$ cat src/rtl/add_operand_loader.sv
// add_operand_loader
//
// Operand stage in front of the 32-bit ripple adder. It collects eight byte
// beats from a valid/ready stream: beats 0-3 form operand A and beats 4-7
// form operand B. The carry-in is taken on beat 7. The assembled set is then
// offered to the adder through a valid/ready issue handshake, and it is held
// stable until the adder side accepts it.
//
// Parameters:
//   LSB_FIRST  1: the first beat of an operand is byte 0 (bits 7:0)
//              0: the first beat of an operand is byte 3 (bits 31:24)
//
// Ports:
//   clk        rising-edge clock
//   rst_n      asynchronous active-low reset
//   clr        synchronous abort: flushes the set and clears the operands
//   in_data    operand byte
//   in_cin     carry-in, sampled on the final (8th) beat only
//   in_valid   upstream byte valid
//   in_ready   loader accepts a byte this cycle (low in ISSUE and in reset)
//   out_in1    operand A to the adder in1
//   out_in2    operand B to the adder in2
//   out_cin1   carry-in to the adder cin1
//   out_valid  operand set valid
//   out_ready  downstream consumed the operand set
//   beat_cnt   index of the next beat expected, 0..7
//
// Optional feature, enabled by defining ADD_LDR_PARITY_EN:
//   in_par     odd parity bit for in_data
//   par_err    sticky parity error flag, cleared only by clr or reset.
//              A set that contained a bad beat is discarded, not issued.

module add_operand_loader #(
  parameter bit LSB_FIRST = 1'b1
) (
  input  logic        clk,
  input  logic        rst_n,
  input  logic        clr,
  input  logic [7:0]  in_data,
  input  logic        in_cin,
  input  logic        in_valid,
  output logic        in_ready,
  output logic [31:0] out_in1,
  output logic [31:0] out_in2,
  output logic        out_cin1,
  output logic        out_valid,
  input  logic        out_ready,
  output logic [2:0]  beat_cnt
`ifdef ADD_LDR_PARITY_EN
  ,
  input  logic        in_par,
  output logic        par_err
`endif
);

  typedef enum logic [1:0] {
    LOAD_A = 2'd0,
    LOAD_B = 2'd1,
    ISSUE  = 2'd2
  } state_t;

  state_t      state;
  logic        xfer;
  logic [1:0]  lane;
  logic [4:0]  bit_base;
  logic        drop_set;

  // in_ready is a pure decode of state, gated so it is low during reset.
  assign in_ready = rst_n && (state != ISSUE);
  assign xfer     = in_valid && in_ready;

  // Byte lane within the current operand. For MSB-first order the lane
  // is 3-k, and for a 2-bit k that is the bitwise inverse.
  assign lane     = LSB_FIRST ? beat_cnt[1:0] : ~beat_cnt[1:0];
  assign bit_base = {lane, 3'b000};

`ifdef ADD_LDR_PARITY_EN
  logic beat_bad;
  logic set_bad;

  // Odd parity: data plus parity bit must hold an odd number of ones.
  assign beat_bad = ~(^{in_data, in_par});

  // Discard when an earlier beat of this set was bad, or this beat is bad.
  assign drop_set = set_bad || beat_bad;

  always_ff @(posedge clk or negedge rst_n) begin
    if (!rst_n) begin
      par_err <= 1'b0;
      set_bad <= 1'b0;
    end else if (clr) begin
      par_err <= 1'b0;
      set_bad <= 1'b0;
    end else if (xfer) begin
      if (beat_bad) begin
        par_err <= 1'b1;
      end
      // The per-set flag is cleared by the final beat, so the next set
      // starts clean whatever happened to this one.
      if (beat_cnt == 3'd7) begin
        set_bad <= 1'b0;
      end else if (beat_bad) begin
        set_bad <= 1'b1;
      end
    end
  end
`else
  assign drop_set = 1'b0;
`endif

  always_ff @(posedge clk or negedge rst_n) begin
    if (!rst_n) begin
      state     <= LOAD_A;
      beat_cnt  <= '0;
      out_in1   <= '0;
      out_in2   <= '0;
      out_cin1  <= 1'b0;
      out_valid <= 1'b0;
    end else if (clr) begin
      state     <= LOAD_A;
      beat_cnt  <= '0;
      out_in1   <= '0;
      out_in2   <= '0;
      out_cin1  <= 1'b0;
      out_valid <= 1'b0;
    end else begin
      case (state)
        LOAD_A: begin
          if (xfer) begin
            out_in1[bit_base +: 8] <= in_data;
            beat_cnt               <= beat_cnt + 3'd1;
            if (beat_cnt == 3'd3) begin
              state <= LOAD_B;
            end
          end
        end

        LOAD_B: begin
          if (xfer) begin
            out_in2[bit_base +: 8] <= in_data;
            // The 3-bit counter wraps from 7 back to 0 by itself.
            beat_cnt               <= beat_cnt + 3'd1;
            if (beat_cnt == 3'd7) begin
              out_cin1 <= in_cin;
              if (drop_set) begin
                state     <= LOAD_A;
                out_valid <= 1'b0;
              end else begin
                state     <= ISSUE;
                out_valid <= 1'b1;
              end
            end
          end
        end

        ISSUE: begin
          // The operands stay put here. Only the handshake leaves ISSUE.
          if (out_valid && out_ready) begin
            state     <= LOAD_A;
            out_valid <= 1'b0;
          end
        end

        default: begin
          state     <= LOAD_A;
          beat_cnt  <= '0;
          out_valid <= 1'b0;
        end
      endcase
    end
  end

endmodule
$ cat config.mk
export PLATFORM = sky130hd
export DESIGN_NAME = add_operand_loader
export DESIGN_NICKNAME = d
export VERILOG_FILES = /design/src/rtl/add_operand_loader.sv
export SDC_FILE = /design/constraint.sdc
export NUM_CORES = 1
export LEC_CHECK = 0
export BUFFER_PORTS_ARGS = -buffer_cell sky130_fd_sc_hd__buf_2
export CAP_MARGIN = 15
export CORE_UTILIZATION = 35
export CTS_BUF_LIST = sky130_fd_sc_hd__clkbuf_4 sky130_fd_sc_hd__clkbuf_8
export DETAILED_ROUTE_END_ITERATION = 10
export PLACE_DENSITY = 0.53
export SYNTH_ARGS = -nofsm -noshare
export SYNTH_HDL_FRONTEND = slang
export SYNTH_SLANG_ARGS = --single-unit
$ cat constraint.sdc
create_clock -name clk -period 2.1 [get_ports clk]
set_input_delay 0.21 -clock clk [delete_from_list [all_inputs] [get_ports clk]]
set_output_delay 0.21 -clock clk [all_outputs]
set_load 0.01 [all_outputs]
# [After elaboration in Yosys (flattened, before gate mapping)]
# Cells that the tools add are included.
[op_classes] addsub=2 multipliers=0 n_div=0 order_cmp=0 eq_ne=13 n_shift=2 mux=27 n_bitwise=0 reduce_logical=15
[op_table] cell="$mux 32" count=6
[op_table] cell="$bwmux 32" count=2
[op_table] cell="$shift 8x7->32 const A" count=1
[op_table] cell="$shiftx 8x7->32" count=1
[op_table] cell="$ne 3x3->1 const B" count=5
[op_table] cell="$mux 2" count=6
[op_table] cell="$mux 1" count=8
[op_table] cell="$reduce_bool 2->1" count=4
[op_table] cell="$neg 5->7" count=1
[op_table] cell="$mux 3" count=2
[op_table] cell="$ne 2x2->1 const B" count=3
[op_table] cell="$pmux 2 s3" count=1
[op_table] cell="$pmux 3 s2" count=1
[op_table] cell="$reduce_and 2->1" count=3
[op_table] cell="$reduce_and 5->1" count=1
[op_table] cell="$reduce_and 4->1" count=1
[op_table] cell="$add 3x1->3 const B" count=1
[op_table] cell="$eq 3x2->1 const B" count=1
[op_table] cell="$eq 3x3->1 const B" count=1
[op_table] cell="$logic_and 1x1->1" count=3
[op_table] cell="$ne 3x1->1 const B" count=1
[op_table] cell="$pmux 1 s3" count=1
[op_table] cell="$reduce_and 3->1" count=1
[op_table] cell="$eq 2x1->1 const B" count=1
[op_table] cell="3 further kinds" count=3
[word_totals] ff_bits=71 latch_bits=0 mem_bits_rw=0 romBits=0 output_inout_bits=70 elab_cells=65 mem_count=0

# [Logic depth before layout (Yosys ltp)]
[logic_depth] depth_word=6 ltp_mapped=6

# [Least setup slack after synthesis]
# Ideal clock, no wire load.
[synth_path] path_type="reg2reg" startpoint="reg beat_cnt[0]" endpoint="reg out_in1[16]" arrival_time_ns=1.853 required_time_ns=2.033 slack_ns=0.181 stages_incl_launch_ff=7 n_path_buf=1 path_cell_list="dfrtp_1 inv_1 ha_1 clkbuf_2 nand4bb_2 nor4_4 a22o_1"
[synth_via] elab_chain_cells=6 elab_cells_between_ends=7 classes_between="1 x add/sub; 2 x shift; 4 x mux"
[synth_lines] element="from (decl)" line="48" source="output logic [2:0] beat_cnt"
[synth_lines] element="from (signal assigned)" line="131" source="beat_cnt <= beat_cnt + 3'd1;"
[synth_lines] element="from (signal assigned)" line="142" source="beat_cnt <= beat_cnt + 3'd1;"
[synth_lines] element="$neg 5->7 (*)" line="130" source="out_in1[bit_base +: 8] <= in_data;"
[synth_lines] element="$shiftx 8x7->32 / $shift 8x7->32 (equally long branches)" line="130"
[synth_lines] element="$bwmux 32 (*)" line="130"
[synth_lines] element="$mux 32 (*)" line="129" source="if (xfer) begin"
[synth_lines] element="$mux 32 (*)" line="127" source="case (state)"
[synth_lines] element="$mux 32 (*)" line="119" source="end else if (clr) begin"
[synth_lines] element="to (signal, indexed assignment)" line="130"
[synth_lines] element="to (decl)" line="43" source="output logic [31:0] out_in1,"
# Mark *: on every way between the ends. The rest lies on a longest branch, timed or not. The select of a mux whose other input is x is not followed.
# A chain may end at the register's enable or synchronous reset.

# [Final worst setup path]
[layout_path] startpoint="reg beat_cnt[0]" endpoint="reg out_in2[4]"
[layout_via] elab_chain_cells=6 elab_cells_between_ends=7 classes_between="1 x add/sub; 2 x shift; 4 x mux"
[layout_lines] element="$neg 5->7 (*)" line="140" source="out_in2[bit_base +: 8] <= in_data;"
[layout_lines] element="$shiftx 8x7->32 / $shift 8x7->32 (equally long branches)" line="140"
[layout_lines] element="$bwmux 32 (*)" line="140"
[layout_lines] element="$mux 32 (*)" line="139" source="if (xfer) begin"
[layout_lines] element="$mux 32 (*)" line="127"
[layout_lines] element="$mux 32 (*)" line="119"
[layout_lines] element="to (signal, indexed assignment)" line="140"
[layout_lines] element="to (decl)" line="44" source="output logic [31:0] out_in2,"
# Marks and branches as above.

==> results.yml <==
drt:
  drt-met1-wl_um: 4368
  vias_per_cell: 5.033
  drc_errors: 0
  ant_nets: 0
  drtPass1Iterations: 4
  wl_met3_um: 444
  wl_per_cell_um: 17.35
  drt_wl_total_um: 8867
  route.met2.wl_um: 3931
  num_vias: 2572
  routed.top_layer: "met4"
  drt_iter0_drc: 96
power:
  p_leak_nw: 1.996
  ir_worst_vdd_v: 0.0003151
  pwr_density_cell_nw_per_um2: 631.6
worst_setup_path:
  worst_path_largest_cell_delay_ps: 530
  r2r-end: "out_in2[4]$_DFFE_PN0P_"
  ff2ff_path_depth: 5
  worstPathArrival_ps: 2200
  critPathBufInv: 1
  cp-end-kind: "flop"
  worstSetupStartpoint: "beat_cnt[0]$_DFFE_PN0P_"
  cpLargestDelayFamily: "simple AND/OR/NAND/NOR gates"
  cp.depth: 5
  critPathMaxFanout: 8
  crit_path_end: "out_in2[4]$_DFFE_PN0P_"
  crit_type: "reg -> reg"
  slowest_stage: "nor4b_4"
  cp-start-kind: "flop"
  required_ps: 2370
  rr_startpoint: "beat_cnt[0]$_DFFE_PN0P_"
  rrSetupSlack_ps: 170
  path_cells: "inv_1 > ha_1 > nor4b_4 > nand3_1 > mux2i_1"
synth:
  synth.distinct_cells: 36
  syn-cell-area_um2: 3421
  synth.avg_cell_area_um2: 11.96
  syn_nets: 308
  synth_top_area_share: 0.5194
  yosysWarnings: 0
  yosysSeqAreaShare: 0.5194
  synth_cells: 286
  yosys_register_bits: 71
  ys_top_cells_by_area: "dfrtp_1 52%, mux2i_1 14%, nand2b_1 8.8%"
  yosysTopAreaCell: "dfrtp_1"
clock_tree:
  cts-resized-gates: 0
  clkLatencyLatePin_ps: 350
  root_buffer: "clkbuf_8"
  clkTransAtPathRegs_ps: 80
  cts_buffer_depth: 2
  cts_tree: "built"
  cts_hold_buffers: 1
  cts_buffers: 9
  h-tree-depth: 3
  post-cts-setup-buffers: 0
  cts.sinks: 71
job:
  cap_viol_max_count: 0
timing:
  rsz0062_at_grt: "false"
  setup_violations: 0
  tns_ps: 0
  fin_ws_ps: 174.1
  skew_ps: 15.82
  maxSlewHeadroom: 0.5294
  period_needed_ps: 1926
  finalMaxSlewViolations: 0
  final-hold-violation-count: 0
  tightestPinTransition_ps: 705.9
  whs_ps: 137.9
  fin_crit_sh: 0.9171
  fmax_mhz: 519.2
floorplanning:
  die_h_um: 100.9
  core_area_um2: 9371
  rows: 35
  initial_core_util: 0.3650
  die_x_um: 100.9
  io-pin-count: 84
  die_area_um2: 10170
grt:
  first_global_vias: 2586
  antenna_found_initial: 0
  grt_first_pass_wirelength_um: 14230
  grt_max_degree: 56
  grt_usage: 0.1882
  grt-ovfl-total: 0
placement:
  pre_cts_slack_ps: 185.4
  dp.cells: 494
  gp_congestion: 0.7413
  place_hpwl_um: 6122
  io_buffers: 83
min_path:
  hp-class: "in -> reg"
final_layout:
  antennaDiodeCount: 0
  utilization: 0.4497
  final_nets: 399
  drive_gt1_frac: 0.3272
  area_growth_pct: 23.19
  stdcell_count: 511
run_status:
  status: "finished clean"
==> cells in the final DEF (no fill, tap or decap), types with 3 or more instances in the layout <==
| master | netlist | routed |
|---|---|---|
| buf_2 | 6 | 82 |
| dfrtp_1 | 71 | 71 |
| nand2b_1 | 48 | 48 |
| mux2i_1 | 48 | 48 |
| a22o_1 | 16 | 16 |
| buf_4 | 2 | 13 |
| nand3_1 | 11 | 11 |
| clkbuf_8 | 0 | 11 |
| nand4_1 | 10 | 10 |
| nand2_1 | 9 | 9 |
| nand3b_1 | 9 | 9 |
| ha_1 | 8 | 8 |
| a21oi_1 | 5 | 5 |
| nor2b_1 | 4 | 4 |
| inv_1 | 3 | 3 |
| nor2_2 | 3 | 3 |
| a31oi_1 | 3 | 3 |
| or3_1 | 3 | 3 |
| clkinvlp_4 | 0 | 3 |
==> layout make-up <==
class                   count  area (um^2)
fillers                   935         5157
flip-flops and latches     71         1777
multi-input cells         196         1555
repair buffers             96        518.0
well taps                 129        161.4
clock buffers              11        151.4
clock inverters             5        40.04
inverters                   3        11.26
==> routing by layer <==
metal | vias to the layer above | GRT usage
met3 | 10 | 0.04161
met2 | 78 | 0.2792
met1 | 1290 | 0.2713
met4 | 0 | 0.06355
met5 | - | 0
li1 | 1194 | -
==> worst reg2reg max path, stage by stage (launching register included) <==
cell and delay [ps]:
dfrtp_1 380, inv_1 130, ha_1 470, nor4b_4 530
nand3_1 180, mux2i_1 170
==> cells by family after synthesis <==
group | after synthesis | synth area share
flops | 71 | 0.5194
compound gates | 29 | 0.06511
buf+inv | 19 | 0.02597
mux | 48 | 0.1405
simple gates | 111 | 0.2198
fa+ha+maj | 8 | 0.02926
==> worst min-delay path by stage <==
stage | start | end | slack, ps | cells past startpoint
2_1_floorplan | rst_n | beat_cnt[0]$_DFFE_PN0P_ | -90 | 0
3_3_place_gp | rst_n | beat_cnt[1]$_DFFE_PN0P_ | 60 | 1
3_5_place_dp | rst_n | beat_cnt[0]$_DFFE_PN0P_ | 60 | 1
4_1_cts | in_cin | out_cin1$_DFFE_PN0P_ | 130 | 3
5_1_grt | out_ready | state[1]$_DFFE_PN0P_ | 140 | 4
6_report | in_cin | out_cin1$_DFFE_PN0P_ | 140 | 3
==> stage by stage <==
step                area [um^2]  power (mW)
floorplan                  3421       1.532
global placement           4013       1.642
detailed placement         4013       1.644
CTS                        4214       2.694
global route               4214       2.775
finish                     4214       2.661
==> report_power, final <==
group	internal, mW	switching [mW]
registers	1.38	0.00637
logic	0.0827	0.150
clock network	0.499	0.547
total	1.96	0.704
==> state kept, by name (all words and copies together) (netlist names) <==
| signal | flops |
|---|---|
| beat_cnt | 3 |
| out_cin1 | 1 |
| out_in1 | 32 |
| out_in2 | 32 |
| out_valid | 1 |
| state | 2 |
==> synth_stat cells (all sizes together) <==
library cell	instances
a211oi	1
nand3b	9
a31oi	4
nor4	2
inv	3
nor3b	1
a22o	16
and4bb	1
nand2b	49
o21ai	2
dfrtp	71
nor2b	4
ha	8
or3	3
or2	1
nand4	10
a211o	1
mux2i	48
a21oi	5
nor2	6
nand2	9
clkbuf	7
and2	1
and3	2
nand3	11
nand4bb	1
buf	9
nor4b	1
Power figures use the tool's default switching activity.
